File: config.mk
export PLATFORM = sky130hd
export DESIGN_NAME = interval_timer_ctrl_flat
export DESIGN_NICKNAME = d
export VERILOG_FILES = /design/src/rtl/timer_pkg.sv /design/src/rtl/interval_timer_ctrl_if.sv /design/src/rtl/timer_prescaler.sv /design/src/rtl/interval_timer_ctrl.sv /design/src/flat_wrapper.sv
export SDC_FILE = /design/constraint.sdc
export NUM_CORES = 1
export LEC_CHECK = 0
export ABC_AREA = 1
export BUFFER_PORTS_ARGS = -buffer_cell sky130_fd_sc_hd__buf_2
export CORE_ASPECT_RATIO = 0.6
export CORE_MARGIN = 2
export CORE_UTILIZATION = 54
export CTS_BUF_LIST = sky130_fd_sc_hd__clkbuf_4 sky130_fd_sc_hd__clkbuf_8 sky130_fd_sc_hd__clkbuf_16
export DETAILED_ROUTE_END_ITERATION = 8
export PLACE_DENSITY = 0.78
export SYNTH_ARGS = -nofsm -noshare
export SYNTH_HDL_FRONTEND = slang
export SYNTH_SLANG_ARGS = --single-unit
File: constraint.sdc
create_clock -name clk -period 1.72 [get_ports clk]
set_input_delay 0.344 -clock clk [delete_from_list [all_inputs] [get_ports clk]]
set_output_delay 0.344 -clock clk [all_outputs]
set_load 0.01 [all_outputs]
File: src/rtl/timer_pkg.sv
// Shared definitions for the interval timer controller.
//   state_e   : FSM state encoding (ST_IDLE=0, ST_RUN=1)
//   MODE_*    : run-mode encodings latched on start
//   *_DEF     : default datapath widths
package timer_pkg;

  localparam int unsigned DATA_WIDTH_DEF = 8;
  localparam int unsigned PRE_WIDTH_DEF  = 4;

  typedef enum logic {
    ST_IDLE = 1'b0,
    ST_RUN  = 1'b1
  } state_e;

  localparam logic MODE_ONESHOT = 1'b0;
  localparam logic MODE_RELOAD  = 1'b1;

endpackage : timer_pkg

File: src/rtl/interval_timer_ctrl_if.sv
// Control/status bundle between CPU-side logic and the interval timer.
//   master : drives start/stop/mode/period/prescale/clr_done, observes status
//   slave  : the timer; observes controls, drives count/busy/tick/done/ovf
interface interval_timer_ctrl_if #(
  parameter int unsigned DATA_WIDTH = 8,
  parameter int unsigned PRE_WIDTH  = 4
);

  logic                  start;
  logic                  stop;
  logic                  mode;
  logic [DATA_WIDTH-1:0] period;
  logic [PRE_WIDTH-1:0]  prescale;
  logic                  clr_done;
  logic [DATA_WIDTH-1:0] count;
  logic                  busy;
  logic                  tick;
  logic                  done;
  logic                  ovf;

  modport master (
    output start, stop, mode, period, prescale, clr_done,
    input  count, busy, tick, done, ovf
  );

  modport slave (
    input  start, stop, mode, period, prescale, clr_done,
    output count, busy, tick, done, ovf
  );

endinterface : interval_timer_ctrl_if

File: src/rtl/timer_prescaler.sv
// Clock prescaler: strobes once every div+1 enabled cycles.
//   clk    : system clock
//   reset  : synchronous, active-low
//   en     : count enable; the internal counter is held at 0 while low
//   div    : divisor S
//   strobe : high in the cycle where the internal counter equals div
module timer_prescaler #(
  parameter int unsigned PRE_WIDTH = 4
) (
  input  logic                 clk,
  input  logic                 reset,
  input  logic                 en,
  input  logic [PRE_WIDTH-1:0] div,
  output logic                 strobe
);

  logic [PRE_WIDTH-1:0] pre_q;

  // Strobe is a decode of the registered counter so the top can act on the
  // same edge that wraps the counter.
  assign strobe = en && (pre_q == div);

  // Divider counter: wraps to 0 on reaching div, cleared when disabled.
  always_ff @(posedge clk) begin
    if (!reset) begin
      pre_q <= '0;
    end else if (!en) begin
      pre_q <= '0;
    end else if (pre_q == div) begin
      pre_q <= '0;
    end else begin
      pre_q <= pre_q + PRE_WIDTH'(1);
    end
  end

endmodule : timer_prescaler

File: src/rtl/interval_timer_ctrl.sv
// Programmable interval timer: one-shot / auto-reload with prescaler.
//   clk   : system clock, rising edge
//   reset : synchronous, active-low
//   bus   : slave side of interval_timer_ctrl_if
//           in : start, stop, mode, period, prescale, clr_done
//           out: count, busy, tick, done, ovf (all registered)
module interval_timer_ctrl
  import timer_pkg::*;
#(
  parameter int unsigned DATA_WIDTH = DATA_WIDTH_DEF,
  parameter int unsigned PRE_WIDTH  = PRE_WIDTH_DEF
) (
  input  logic                 clk,
  input  logic                 reset,
  interval_timer_ctrl_if.slave bus
);

  state_e                state_q;
  logic [DATA_WIDTH-1:0] period_q;
  logic [PRE_WIDTH-1:0]  prescale_q;
  logic                  mode_q;
  logic [DATA_WIDTH-1:0] count_q;
  logic                  busy_q;
  logic                  tick_q;
  logic                  done_q;
  logic                  ovf_q;

  logic                  pre_en_c;
  logic                  pre_strobe;

  // Prescaler runs only in RUN; a stop clears it on the same edge as the FSM.
  assign pre_en_c = (state_q == ST_RUN) && !bus.stop;

  timer_prescaler #(
    .PRE_WIDTH (PRE_WIDTH)
  ) u_prescaler (
    .clk    (clk),
    .reset  (reset),
    .en     (pre_en_c),
    .div    (prescale_q),
    .strobe (pre_strobe)
  );

  // FSM, configuration latches, count register and sticky flags.
  always_ff @(posedge clk) begin
    if (!reset) begin
      state_q    <= ST_IDLE;
      period_q   <= '0;
      prescale_q <= '0;
      mode_q     <= MODE_ONESHOT;
      count_q    <= '0;
      busy_q     <= 1'b0;
      tick_q     <= 1'b0;
      done_q     <= 1'b0;
      ovf_q      <= 1'b0;
    end else begin
      tick_q <= 1'b0;

      // Clear first; an expiry later in this block overrides it.
      if (bus.clr_done) begin
        done_q <= 1'b0;
        ovf_q  <= 1'b0;
      end

      unique case (state_q)
        ST_IDLE: begin
          if (bus.start && !bus.stop && (bus.period != '0)) begin
            period_q   <= bus.period;
            prescale_q <= bus.prescale;
            mode_q     <= bus.mode;
            count_q    <= '0;
            state_q    <= ST_RUN;
            busy_q     <= 1'b1;
          end else if (bus.stop) begin
            count_q <= '0;
          end
        end

        ST_RUN: begin
          if (bus.stop) begin
            state_q <= ST_IDLE;
            busy_q  <= 1'b0;
            count_q <= '0;
          end else if (pre_strobe) begin
            if (count_q != period_q) begin
              count_q <= count_q + DATA_WIDTH'(1);
            end else begin
              // Expiry: ovf looks at done before any same-edge clear.
              count_q <= '0;
              tick_q  <= 1'b1;
              done_q  <= 1'b1;
              ovf_q   <= done_q | (ovf_q & ~bus.clr_done);
              if (mode_q == MODE_ONESHOT) begin
                state_q <= ST_IDLE;
                busy_q  <= 1'b0;
              end
            end
          end
        end

        default: begin
          state_q <= ST_IDLE;
          busy_q  <= 1'b0;
        end
      endcase
    end
  end

  assign bus.count = count_q;
  assign bus.busy  = busy_q;
  assign bus.tick  = tick_q;
  assign bus.done  = done_q;
  assign bus.ovf   = ovf_q;

endmodule : interval_timer_ctrl

File: src/flat_wrapper.sv
// flat-port wrapper written by rule: the top's interface ports become plain ports
module interval_timer_ctrl_flat import timer_pkg::*;
#(
  parameter int unsigned DATA_WIDTH = DATA_WIDTH_DEF,
  parameter int unsigned PRE_WIDTH  = PRE_WIDTH_DEF
)
  (clk, reset, bus_start, bus_stop, bus_mode, bus_period, bus_prescale, bus_clr_done, bus_count, bus_busy, bus_tick, bus_done, bus_ovf);
  interval_timer_ctrl_if #(.DATA_WIDTH(DATA_WIDTH), .PRE_WIDTH(PRE_WIDTH)) bus_i ();
  input  logic clk;
  input  logic reset;
  input wire logic [$bits(bus_i.start)-1:0] bus_start;
  input wire logic [$bits(bus_i.stop)-1:0] bus_stop;
  input wire logic [$bits(bus_i.mode)-1:0] bus_mode;
  input wire logic [$bits(bus_i.period)-1:0] bus_period;
  input wire logic [$bits(bus_i.prescale)-1:0] bus_prescale;
  input wire logic [$bits(bus_i.clr_done)-1:0] bus_clr_done;
  output wire logic [$bits(bus_i.count)-1:0] bus_count;
  output wire logic [$bits(bus_i.busy)-1:0] bus_busy;
  output wire logic [$bits(bus_i.tick)-1:0] bus_tick;
  output wire logic [$bits(bus_i.done)-1:0] bus_done;
  output wire logic [$bits(bus_i.ovf)-1:0] bus_ovf;
  assign bus_i.start = bus_start;
  assign bus_i.stop = bus_stop;
  assign bus_i.mode = bus_mode;
  assign bus_i.period = bus_period;
  assign bus_i.prescale = bus_prescale;
  assign bus_i.clr_done = bus_clr_done;
  assign bus_count = bus_i.count;
  assign bus_busy = bus_i.busy;
  assign bus_tick = bus_i.tick;
  assign bus_done = bus_i.done;
  assign bus_ovf = bus_i.ovf;
  interval_timer_ctrl #(.DATA_WIDTH(DATA_WIDTH), .PRE_WIDTH(PRE_WIDTH)) u_core (.clk(clk), .reset(reset), .bus(bus_i));
endmodule
# After elaboration in Yosys (flattened, before gate mapping)
# Index checks and enable logic that the tools add are counted.
# word_totals
inputBits,18
register_bits,30
output_inout_bits,12
wordCells,66
# classes
add_sub_neg,2
n_mux,29
n_reduce_logical,11
eq_ne,7
n_bitwise,7
# op_table
cell,count
$mux W8,5
$mux W1,21
$pmux W8 S2,1
$ne A3 B3 Y1 const B,3
$add A8 B1 Y8 const B,1
$ne A8 B8 Y1,1
$reduce_bool A8 Y1,1
$not A1 Y1,5
$add A4 B1 Y4 const B,1
$eq A4 B4 Y1,1
$logic_and A1 B1 Y1,4
$pmux W1 S2,2
$reduce_and A2 Y1,2
$reduce_and A4 Y1,1
$reduce_or A4 Y1,1
$ne A3 B2 Y1 const B,1
$reduce_or A3 Y1,1
$ne A2 B1 Y1 const B,1
$and A1 B1 Y1,1
$logic_not A1 Y1,1
$or A1 B1 Y1,1

# Logic depth before layout (Yosys ltp)
# depth
ltp_word,7
depth_mapped,11

# Hierarchy
# A second synthesis with hierarchy kept.
# hier_totals
cells_unflattened,226
hier_area_um2,1516.5
# by_module_without_submodules
mod,n_inst,cells_each,area_per_inst_um2
interval_timer_ctrl,1,185,1275.0
timer_prescaler,1,41,241.5

# Worst setup path after synthesis
# No wires, ideal clock.
# synth_timing
kind,reg-to-reg
from,"reg u_core.count_q[0], in the netlist u_core.bus.count[0]"
to,"reg u_core.count_q[6], in the netlist u_core.bus.count[6]"
synth_period_minus_slack_ns,1.326
t_required_ns,1.607
arrival_time_ns,1.213
n_path_buf,0
path_stages_with_launch,9
setup_time_ns,0.113
setup_slack_ns,0.394
path_cell_list,dfxtp_1 -> ha_1 -> inv_1 -> nor3_1 -> inv_1 -> nor2_4 -> nand3_1 -> nand2_1 -> nor2_1
# synth_between
elab_chain_cells,5
word_cells_on_any_way,6
classes_between,add/sub: 1; eq/ne: 1; mux: 4
# synth_rtl
item,line,source
start: declaration,interval_timer_ctrl.sv:22,logic [DATA_WIDTH-1:0] count_q;
start signal: assignment,interval_timer_ctrl.sv:86,count_q <= count_q + DATA_WIDTH'(1);
$add A8 B1 Y8 or $ne A8 B8 Y1 (tied branches),"interval_timer_ctrl.sv:86, interval_timer_ctrl.sv:85",
$mux W8 (*),interval_timer_ctrl.sv:85,if (count_q != period_q) begin
$mux W8 (*),interval_timer_ctrl.sv:84,end else if (pre_strobe) begin
$mux W8 (*),interval_timer_ctrl.sv:80,if (bus.stop) begin
$pmux W8 S2 (*),interval_timer_ctrl.sv:65,unique case (state_q)
# Every way passes the cells marked *; elsewhere a longest branch is shown, timed or not. The select of a mux whose other input is x is not followed.
# A chain may end at the register's enable or synchronous reset.

# Worst setup path after layout
# layout_timing
from,reg u_core.u_prescaler.pre_q[0]
to,"reg u_core.count_q[2], in the netlist u_core.bus.count[2]"
# layout_between
elab_chain_cells,4
# layout_rtl
item,line,source
start: declaration,timer_prescaler.sv:17,logic [PRE_WIDTH-1:0] pre_q;
start signal: assignment,timer_prescaler.sv:32,pre_q <= pre_q + PRE_WIDTH'(1);
$eq A4 B4 Y1,timer_prescaler.sv:21,assign strobe = en && (pre_q == div);
$logic_and A1 B1 Y1,timer_prescaler.sv:21,
$ne A3 B3 Y1 (no source line),--,
$reduce_and A2 Y1 (no source line),--,
# Every way passes these cells.

==> results <==
- The path depth of the worst reg2reg path is 11.
- The number of warnings printed during yosys synthesis is 0.
- The post-route DRC violation count is 0.
- Synthesis produced a netlist with a net count of 238.
- The number of max-slew violations in the final report is 0.
- Counting every instance in the synthesized netlist gives 218.
- Using the TritonRoute via totals, the vias-per-cell ratio works out to 4.89.
- The total power density per cell area is 860 nW/um^2.
- The cell with the biggest individual delay on the critical path is sky130_fd_sc_hd__dfxtp_1.
- Hold repair after CTS inserted 0 buffers.
- The pin count of the biggest net entering global routing is 29.
- The number of inserted diodes is 0.
- Walking the worst path, the cells encountered are inv_1 -> nand2_1 -> nand2_1 -> nor2_1 -> nand2_2 -> nand2_4 -> nand2_8 -> inv_6 -> nand2_4 -> nand2_4 -> nor2_1.
- Timing would allow up to 671 MHz.
- The maximum net fanout on the critical path is 9.
- The leakage power is 0.837 nW.
- Once the clock tree was built, the setup fixing pass inserted 0 buffers.
- By startpoint and endpoint, the worst setup path is classified as flop to flop.
- The kind of end point of the critical path is a flop.
- Global routing used 21.5% of the available tracks across all layers.
- 30 I/O pins were placed.
- The initial core utilization is 55.7%.
- Counting instances, the worst hold path has a depth of 4.
- The detail-routed net length per standard cell is 11.2 um.
- In this run the deepest clock path goes through 2 buffers.
- Counting flops and latches in the post-synthesis netlist gives 30.
- The post-layout instance count excluding filler cells is 286.
- The final weighted congestion in routability-driven placement is 0.880.
- The die covers 3360 sq um.
- The global-route congestion overflow total is 0.
- The length of the first detailed-routing pass in iterations is 5.
- The total of endpoints with negative setup slack in the final report is 0.
- The delay of the slowest cell on the worst path is 0.41 ns.
- Summed over all failing endpoints, the final setup total negative slack is 0 ns.
- The TritonCTS sink count is 30.
- Setup repair after global routing left no endpoint under its margin.
- The post-route standard cell area excluding fillers is 1820 sq um.
- Summing all placed instances gives a cell area of 1730 sq um.
- The count of buffers added on input and output ports is 29.
- The sequential cell area fraction in the yosys report is 38.3%.
- The number of clock buffers inserted by TritonCTS is 5.
- The first global-routing pass estimated 5200 um of wire.
- Compared with the post-synthesis result, the final layout area differs by 16.4%.
- The worst-skew pair later-pin latency is 0.28 ns.
- The buffer type at the clock tree root is sky130_fd_sc_hd__clkbuf_8.
- The core outline area is 2820 sq um.
- The share of final-layout standard cells stronger than drive strength 1 is 25.4%.
- The worst-case headroom to the max-slew limit is 79.4%.
- The tool flagged a number of max-cap violations equal to 0.
- The synthesized netlist occupies a cell area of 1570 sq um.
- At the worst endpoint, the arrival time is 1.67 ns.
- The total wire length after detailed routing is 3220 um.
- At the pin with the least slew margin, the transition time is 0.309 ns.
- The tightest min-delay check is of the input pin to flop type.
- The worst-case IR drop observed on VDD is 0.541 mV.
- The HPWL after detailed placement is 2530 um.
- The horizontal die dimension is 73.6 um.
- Including well taps, the total number of placed cells is 278.
- The startpoint type of the worst setup path is a flop.
- The H-tree was split into 2 levels.
- The mean instance size in the synthesized netlist is 7.19 sq um.
- After the first detailed-routing iteration, the DRC count stood at 61.
- The flow ran to the end, and the final reports show no timing, DRC or antenna violations.
- Counting I/O delays and the setup requirement, the final critical path takes 1.49 ns.
- The detail route stage leaves a number of antenna-violating nets equal to 0.
- Row generation in the floorplan step produced 15 rows.
- The total via count after detailed routing is 1399.
- The final hold violation count was 0.
- The kind of cell with the highest combined delay on the critical path is simple AND/OR/NAND/NOR gates.
- The critical path runs through a total of 11 cells.
- The number of antenna violations at the first check in global routing is 0.
- Together, buffers and inverters on the worst path number 2.
- The post-cts gate resize count is 0.
- The dominant cell type by count on the critical path is sky130_fd_sc_hd__nand2_4.
- TritonCTS built the clock tree.
- The floorplan step set the die height to 45.7 um.
- For this run, the post-layout net count is 271.
- The clock arrives with 0.00471 ns of skew.
- After clock tree synthesis, the clock-pin slew on the worst setup and hold paths is 0.06 ns.
- The count of different cell masters after synthesis is 25.
- The via count of the first global-routing pass is 1190.
- The critical path required time is 1.90 ns.
- The final critical-path share of the clock period is 86.6%.
-- tightest hold or removal path, stage by stage --
cell and delay (ns):
sky130_fd_sc_hd__buf_2 0.07, sky130_fd_sc_hd__inv_1 0.04, sky130_fd_sc_hd__nand3_1 0.06, sky130_fd_sc_hd__nand2_1 0.05
-- routing by layer --
metal | share of wire, % | GRT usage, %
met1 | 51 | 29.6
met3 | 7.4 | 6.86
met4 | 2.0 | 10.9
met2 | 40 | 30.2
met5 | 0 | 0
-- power breakdown --
group / leakage [nW] / switching, W / total (W) / internal (W)
registers: 0.245 / 0.0000211 / 0.000748 / 0.000726
clock network: 0.0517 / 0.000254 / 0.000591 / 0.000338
logic: 0.540 / 0.000143 / 0.000230 / 0.0000870
total: 0.837 / 0.000418 / 0.00157 / 0.00115
-- cell usage in the layout (no fill, tap or decap) --
master	count
sky130_fd_sc_hd__a21oi_1	10
sky130_fd_sc_hd__a21oi_2	5
sky130_fd_sc_hd__buf_12	1
sky130_fd_sc_hd__buf_2	29
sky130_fd_sc_hd__buf_4	1
sky130_fd_sc_hd__clkbuf_4	1
sky130_fd_sc_hd__clkbuf_8	6
sky130_fd_sc_hd__clkinv_2	1
sky130_fd_sc_hd__dfxtp_1	30
sky130_fd_sc_hd__ha_1	2
sky130_fd_sc_hd__inv_1	39
sky130_fd_sc_hd__inv_6	1
sky130_fd_sc_hd__nand2_1	48
sky130_fd_sc_hd__nand2_2	4
sky130_fd_sc_hd__nand2_4	3
sky130_fd_sc_hd__nand2_8	1
sky130_fd_sc_hd__nand3_1	15
sky130_fd_sc_hd__nand4_1	5
sky130_fd_sc_hd__nor2_1	21
sky130_fd_sc_hd__nor2_2	2
sky130_fd_sc_hd__nor2_4	2
sky130_fd_sc_hd__nor3_1	2
sky130_fd_sc_hd__o21ai_0	10
sky130_fd_sc_hd__o21ai_1	3
sky130_fd_sc_hd__o21ai_2	7
sky130_fd_sc_hd__or2_1	1
sky130_fd_sc_hd__xnor2_1	1
sky130_fd_sc_hd__xor2_1	1
-- cell usage after synthesis (all sizes together) --
library cell  number  area [sq um]
nor2              25           114
nand3             15          75.1
dfxtp             30           601
nor3               2          10.0
xnor2              1          8.76
a21oi             15          93.8
clkbuf             1          5.00
ha                 2          25.0
buf                4          48.8
nand4              5          31.3
xor2               1          8.76
or2                1          6.26
inv               40           155
nand2             56           259
o21ai             20           126
-- sequential cells by signal, indices dropped and copies added, names as in the netlist --
signal,cells
u_core.prescale_q,4
u_core.bus.ovf,1
u_core.bus.tick,1
u_core.bus.done,1
u_core.bus.count,8
u_core.state_q,1
u_core.mode_q,1
u_core.period_q,8
u_core.u_prescaler.pre_q,4
u_core.bus.busy,1
-- final cells by class --
type | instances | area, sq um
clock buffer | 7 | 90.1
inverter | 40 | 155
fill | 268 | 991
timing repair buffer | 31 | 173
multi-input combinational | 143 | 758
sequential | 30 | 601
tap | 34 | 42.5
clock inverter | 1 | 5.00
-- kinds of logic after synthesis --
| kind of cell | Yosys count | synth area share (%) |
|---|---|---|
| fa+ha+maj | 2 | 1.60 |
| buf+inv | 45 | 13.3 |
| xor+xnor | 2 | 1.12 |
| compound gates | 35 | 14.0 |
| flops | 30 | 38.3 |
| simple gates | 104 | 31.6 |
-- path summary, 6_finish.rpt --
kind	from	slack [ns]	to
min reg2reg	u_core.bus.done	0.46	u_core.bus.ovf
min	bus_clr_done	0.32	u_core.bus.ovf
max reg2reg	u_core.u_prescaler.pre_q[0]	0.23	u_core.bus.count[2]
max	u_core.u_prescaler.pre_q[0]	0.23	u_core.bus.count[2]
-- stage by stage --
step / power [W] / util, % / worst slack (ns) / hold WS [ns]
floorplan: 0.000930 / - / 0.394 / 0.420
global placement: 0.000984 / 61.4 / 0.218 / 0.449
detailed placement: 0.000992 / 61.4 / 0.228 / 0.453
CTS: 0.00158 / 64.8 / 0.251 / 0.320
global route: 0.00164 / 64.8 / 0.121 / 0.346
finish: 0.00157 / 64.8 / 0.230 / 0.321
No activity file was read; power rests on OpenSTA's default activity.
